===== config.mk =====
export PLATFORM = sky130hd
export DESIGN_NAME = light_show_controller
export DESIGN_NICKNAME = d
export VERILOG_FILES = /design/src/rtl/light_ctrl_pkg.sv /design/src/rtl/light_show_controller_dwell_timer.sv /design/src/rtl/light_show_controller.sv
export SDC_FILE = /design/constraint.sdc
export NUM_CORES = 1
export LEC_CHECK = 0
export CAP_MARGIN = 20
export CORE_MARGIN = 2
export CORE_UTILIZATION = 49
export CTS_CLUSTER_DIAMETER = 60
export DETAILED_ROUTE_END_ITERATION = 6
export PLACE_DENSITY = 0.77
export SLEW_MARGIN = 20
export SYNTH_ARGS = -nofsm -noshare
export SYNTH_HDL_FRONTEND = slang
export SYNTH_SLANG_ARGS = --single-unit

===== constraint.sdc =====
create_clock -name clk -period 2.1 [get_ports clk]
set_clock_uncertainty 0.1 [all_clocks]
set_input_delay 0.315 -clock clk [delete_from_list [all_inputs] [get_ports clk]]
set_output_delay 0.315 -clock clk [all_outputs]
set_load 0.005 [all_outputs]

===== src/rtl/light_ctrl_pkg.sv =====
// Shared types and constants for the light show sequencer and its benches.
package light_ctrl_pkg;

    typedef enum logic [1:0] {
        OFF,
        INIT,
        RUN,
        PAUSED
    } state_t;

    localparam int unsigned COLOUR_FIRST = 1;
    localparam int unsigned COLOUR_LAST  = 6;

    localparam logic [23:0] WHITE     = 24'hFFFFFF;
    localparam logic [23:0] FIRST_RGB = 24'h0000FF;

endpackage


===== src/rtl/light_show_controller_dwell_timer.sv =====
// Dwell countdown: load has priority over decrement; otherwise the count holds.
module dwell_timer #(
    parameter int unsigned W = 16
) (
    input  logic         clk,
    input  logic         rst,
    input  logic         load_i,
    input  logic [W-1:0] load_val_i,
    input  logic         dec_i,
    output logic         zero_o
);

    logic [W-1:0] count_q, count_d;

    always_comb begin
        count_d = count_q;
        if (load_i) begin
            count_d = load_val_i;
        end else if (dec_i && (count_q != '0)) begin
            count_d = count_q - W'(1);
        end
    end

    always_ff @(posedge clk) begin
        if (rst) begin
            count_q <= '0;
        end else begin
            count_q <= count_d;
        end
    end

    assign zero_o = (count_q == '0);

endmodule


===== src/rtl/light_show_controller.sv =====
// Sequencer driving the lights selector one colour step per dwell period.
// Optional macro LIGHT_SHOW_BLANK_EN: sel_o drops for each button pulse cycle.
module light_show_controller #(
    parameter int unsigned DWELL_W      = 16,
    parameter int unsigned COLOUR_FIRST = light_ctrl_pkg::COLOUR_FIRST,
    parameter int unsigned COLOUR_LAST  = light_ctrl_pkg::COLOUR_LAST
) (
    input  logic               clk,
    input  logic               rst,
    input  logic               enable,
    input  logic               pause,
    input  logic               step_req,
    input  logic [DWELL_W-1:0] dwell,
    output logic               sel_o,
    output logic               button_o,
    output logic               light_rst_o,
    output logic [2:0]         colour_idx,
    output logic               running
);

    import light_ctrl_pkg::*;

    state_t       state_q, state_d;
    logic         sel_q, sel_d;
    logic         button_q, button_d;
    logic         lrst_q, lrst_d;
    logic         running_q, running_d;
    logic [2:0]   colour_q, colour_d;

    logic               tmr_load, tmr_dec, tmr_zero, advance;
    logic [DWELL_W-1:0] reload_val;

    // A dwell of 0 behaves as 1, i.e. a reload value of 0.
    assign reload_val = (dwell == '0) ? '0 : dwell - DWELL_W'(1);

    dwell_timer #(
        .W (DWELL_W)
    ) u_timer (
        .clk        (clk),
        .rst        (rst),
        .load_i     (tmr_load),
        .load_val_i (reload_val),
        .dec_i      (tmr_dec),
        .zero_o     (tmr_zero)
    );

    always_comb begin
        state_d   = state_q;
        colour_d  = colour_q;
        tmr_load  = 1'b0;
        tmr_dec   = 1'b0;
        advance   = 1'b0;
        lrst_d    = 1'b0;

        unique case (state_q)
            OFF: begin
                state_d = INIT;
            end
            INIT: begin
                tmr_load = 1'b1;
                state_d  = pause ? PAUSED : RUN;
            end
            RUN: begin
                if (pause) begin
                    state_d = PAUSED;
                end else if (tmr_zero) begin
                    tmr_load = 1'b1;
                    advance  = 1'b1;
                end else begin
                    tmr_dec = 1'b1;
                end
            end
            PAUSED: begin
                advance = step_req;
                if (!pause) begin
                    state_d = RUN;
                end
            end
            default: state_d = OFF;
        endcase

        // Dropping enable overrides everything decided above.
        if (!enable) begin
            state_d  = OFF;
            tmr_load = 1'b0;
            tmr_dec  = 1'b0;
            advance  = 1'b0;
        end

        if (state_d == INIT) begin
            lrst_d   = 1'b1;
            colour_d = 3'(COLOUR_FIRST);
        end

        if (advance) begin
            colour_d = (colour_q == 3'(COLOUR_LAST)) ? 3'(COLOUR_FIRST) : colour_q + 3'd1;
        end

        button_d  = advance;
        running_d = (state_d == RUN);
`ifdef LIGHT_SHOW_BLANK_EN
        sel_d     = (state_d != OFF) && !advance;
`else
        sel_d     = (state_d != OFF);
`endif
    end

    always_ff @(posedge clk) begin
        if (rst) begin
            state_q   <= OFF;
            sel_q     <= 1'b0;
            button_q  <= 1'b0;
            lrst_q    <= 1'b0;
            running_q <= 1'b0;
            colour_q  <= 3'(COLOUR_FIRST);
        end else begin
            state_q   <= state_d;
            sel_q     <= sel_d;
            button_q  <= button_d;
            lrst_q    <= lrst_d;
            running_q <= running_d;
            colour_q  <= colour_d;
        end
    end

    assign sel_o       = sel_q;
    assign button_o    = button_q;
    assign light_rst_o = lrst_q;
    assign running     = running_q;
    assign colour_idx  = colour_q;

endmodule

==> results.cfg <==
[yosys]
synth_nets = 246
syn_avg_cell_area_sq_um = 8.52
netlist_top_cells_area = dfxtp_1, xor2_1, ha_1
async_flop_share_pct = 0
postSynthCellCount = 218
synth_commonest_cells = dfxtp_1, nor2_1, nor3_1, nand2_1, a21oi_1
yosysWarnings = 0
synth_cell_types = 61
synth.most_common_cell = dfxtp_1
synth-seq-cells = 25
synth_top_cell_by_area = dfxtp_1
synth_edf_count = 0
synth_flop_cell = dfxtp_1
yosys.area.top_type_share_pct = 26.9
seq_area_frac_synth_pct = 26.9
syn-cell-area_sq_um = 1860

[detailed_routing]
route.detailed.drc = 0
dr_total_vias = 2029
avgViaCountPerCell = 5.86
drt_iter0_markers = 174
routedWlPerCell_microns = 15.6
wirelength_microns = 5390
first_pass_iters = 4
final_antenna_net_count = 0

[cells_and_area]
area_growth_pct = 47.5
drive_gt1_share_pct = 32.9
diodes = 0
stdcell_area_sq_um = 2740
final_util_pct = 74.8
nets = 327
final_cells = 346

[timing]
hold_viol_final = 0
slew_headroom_pct = 73.7
timing.setup.tns_ns = 0
drv_slew = 0
post-route-period-util_pct = 97.7
setup_violations = 0
tightestPinTransition_ns = 0.394
max_freq_mhz = 487
period_minus_slack_ns = 2.05
rsz0062_at_grt = true
holdWs_ns = 0.434

[die]
die_x_microns = 65.6
dieArea_sq_um = 4300
die_h_microns = 65.6
start_util_pct = 50.8
rows = 22
core_sq_um = 3660
io_pins = 28

[clocking]
htree_levels = 1
root_buffer = clkbuf_8
cts_tree = built
clockBufferDepth = 2
cts_hold_buf = 0
path_clk_slew_ns = 0.09
clock_latency_ns = 0.28
cts_sinks = 25
cts_made_buffers = 3

[power]
p_int_mw = 0.825
p_leak_nw = 1.08
p_seq_share_pct = 42.0
sw_frac_of_total_pct = 30.7
power_density_nw_per_um2 = 435
combPwrFrac_pct = 32.8
netSwitchingPower_mw = 0.366
p_clk_share_pct = 25.1
ir_worst_vdd_mv = 0.220

[worst_setup_path]
r2r-start = u_timer.count_q[1]$_SDFFE_PP0P_
rr_endpoint = u_timer.count_q[9]$_SDFFE_PP0P_
start_kind = register
cp_max_fo = 5
arrival_ns = 2.14
end_kind = register
cp.required_ns = 2.19
r2r_setup_slack_ns = 0.05
worstSetupPathType = register to register
worstRegToRegCells = 9

[grt]
grt_util_all_layers_pct = 25.6
grt_pass1_vias = 1912
grt_max_degree = 16
grt_overflow_total = 0
antenna_found_initial = 0
grt_pass1_wl_microns = 8600

[hold_path]
hold_path_end = colour_idx[0]$_SDFFE_PP1P_
hold_class = register to register
hold_depth = 1
hp-start = colour_idx[0]$_SDFFE_PP1P_

[placed_design]
place_congestion = 0.863
hpwl_microns = 3940
placed_cells = 339
placed_area_sq_um = 2530
port_buffers = 27

[job]
max_cap_viol_count = 0

[outcome]
status = completed
stage by stage:
stage                     total power [mW]  setup WS, ns
after global routing                  1.24       -0.0607
after CTS                             1.14       0.00830
after floorplan                      0.680        0.0766
after detailed placement             0.846        -0.426
after global placement               0.839        -0.401
final                                 1.19        0.0482
kinds of logic (layout without fill, tap and decap cells):
kind of cell	Yosys count	after routing	synth area share [%]
AND/OR/NAND/NOR	103	103	33.8
AO/OA/AOI/OAI	49	49	20.1
flip-flops	25	25	26.9
XOR/XNOR	18	18	8.48
buffers and inverters	13	93	4.24
adder cells (fa/ha/maj)	7	7	4.71
multiplexers	3	3	1.75
worst max path at each step:
stage / startpoint / endpoint / slack [ns] / cells after the start
6_report: u_timer.count_q[1]$_SDFFE_PP0P_ / u_timer.count_q[9]$_SDFFE_PP0P_ / 0.05 / 9
2_1_floorplan: u_timer.count_q[0]$_SDFFE_PP0P_ / colour_idx[1]$_SDFFE_PP0P_ / 0.08 / 8
5_1_grt: u_timer.count_q[1]$_SDFFE_PP0P_ / colour_idx[1]$_SDFFE_PP0P_ / -0.06 / 7
4_1_cts: u_timer.count_q[1]$_SDFFE_PP0P_ / u_timer.count_q[15]$_SDFFE_PP0P_ / 0.008 / 8
3_3_place_gp: dwell[5] / u_timer.count_q[11]$_SDFFE_PP0P_ / -0.40 / 6
3_5_place_dp: dwell[5] / u_timer.count_q[15]$_SDFFE_PP0P_ / -0.43 / 6
routing by layer:
layer	share of wire [%]	up-vias	GRT usage, %
li1	-	998	-
met1	44	947	32.9
met2	48	73	44.4
met3	5.7	11	2.40
met4	2.0	0	9.38
met5	0	-	0
registers in the layout (all words and copies together) (netlist names):
name	flops
colour_idx	3
running	1
button_o	1
u_timer.count_q	16
sel_o	1
state_q	2
light_rst_o	1
cells in the final DEF, fill, tap and decap left out, types with 3 or more instances in the layout:
| cell type | instances |
|---|---|
| dfxtp_1 | 21 |
| dlymetal6s2s_1 | 3 |
| nand2_1 | 12 |
| o31ai_1 | 3 |
| dlygate4sd2_1 | 3 |
| clkbuf_8 | 3 |
| nand3_1 | 11 |
| or3_1 | 3 |
| o211ai_1 | 4 |
| or4_4 | 3 |
| o32ai_1 | 4 |
| a31oi_1 | 5 |
| a21oi_1 | 12 |
| buf_4 | 55 |
| dfxtp_2 | 4 |
| xor2_1 | 10 |
| a211oi_1 | 3 |
| nand3b_1 | 5 |
| nor3_1 | 12 |
| inv_1 | 5 |
| nor4_1 | 4 |
| o21ai_0 | 3 |
| xnor2_1 | 7 |
| nor4_4 | 3 |
| clkdlybuf4s50_1 | 21 |
| nand4_1 | 5 |
| ha_1 | 5 |
| nor2_1 | 17 |
power groups by stage:
stage	combinational, mW	clock [mW]	sequential (mW)
finish	0.391	0.299	0.501
global route	0.418	0.319	0.503
CTS	0.341	0.301	0.499
detailed placement	0.336	0	0.510
global placement	0.330	0	0.509
floorplan	0.171	0	0.510
area by class of cell:
cell class / count / area, sq um
multi-input cells: 180 / 1410
flip-flops and latches: 25 / 505
fillers: 262 / 921
clock inverters: 1 / 7.51
well taps: 48 / 60.1
clock buffers: 3 / 41.3
inverters: 7 / 26.3
repair buffers: 82 / 687
timing repair:
item / in CTS / in global routing
setup endpoints to repair: 13 / 17
gates resized for setup: 8 / 27
pin swaps: 4 / 7
setup buffers: 1 / 2
worst max-delay path: stages (launching register included):
cell	delay, ns
dfxtp_2	0.34
inv_2	0.07
ha_4	0.12
nor4b_4	0.23
and4_4	0.32
buf_4	0.12
buf_4	0.13
nor2_1	0.06
a211o_1	0.25
a211oi_1	0.21
No activity file was read; power rests on OpenSTA's default activity.
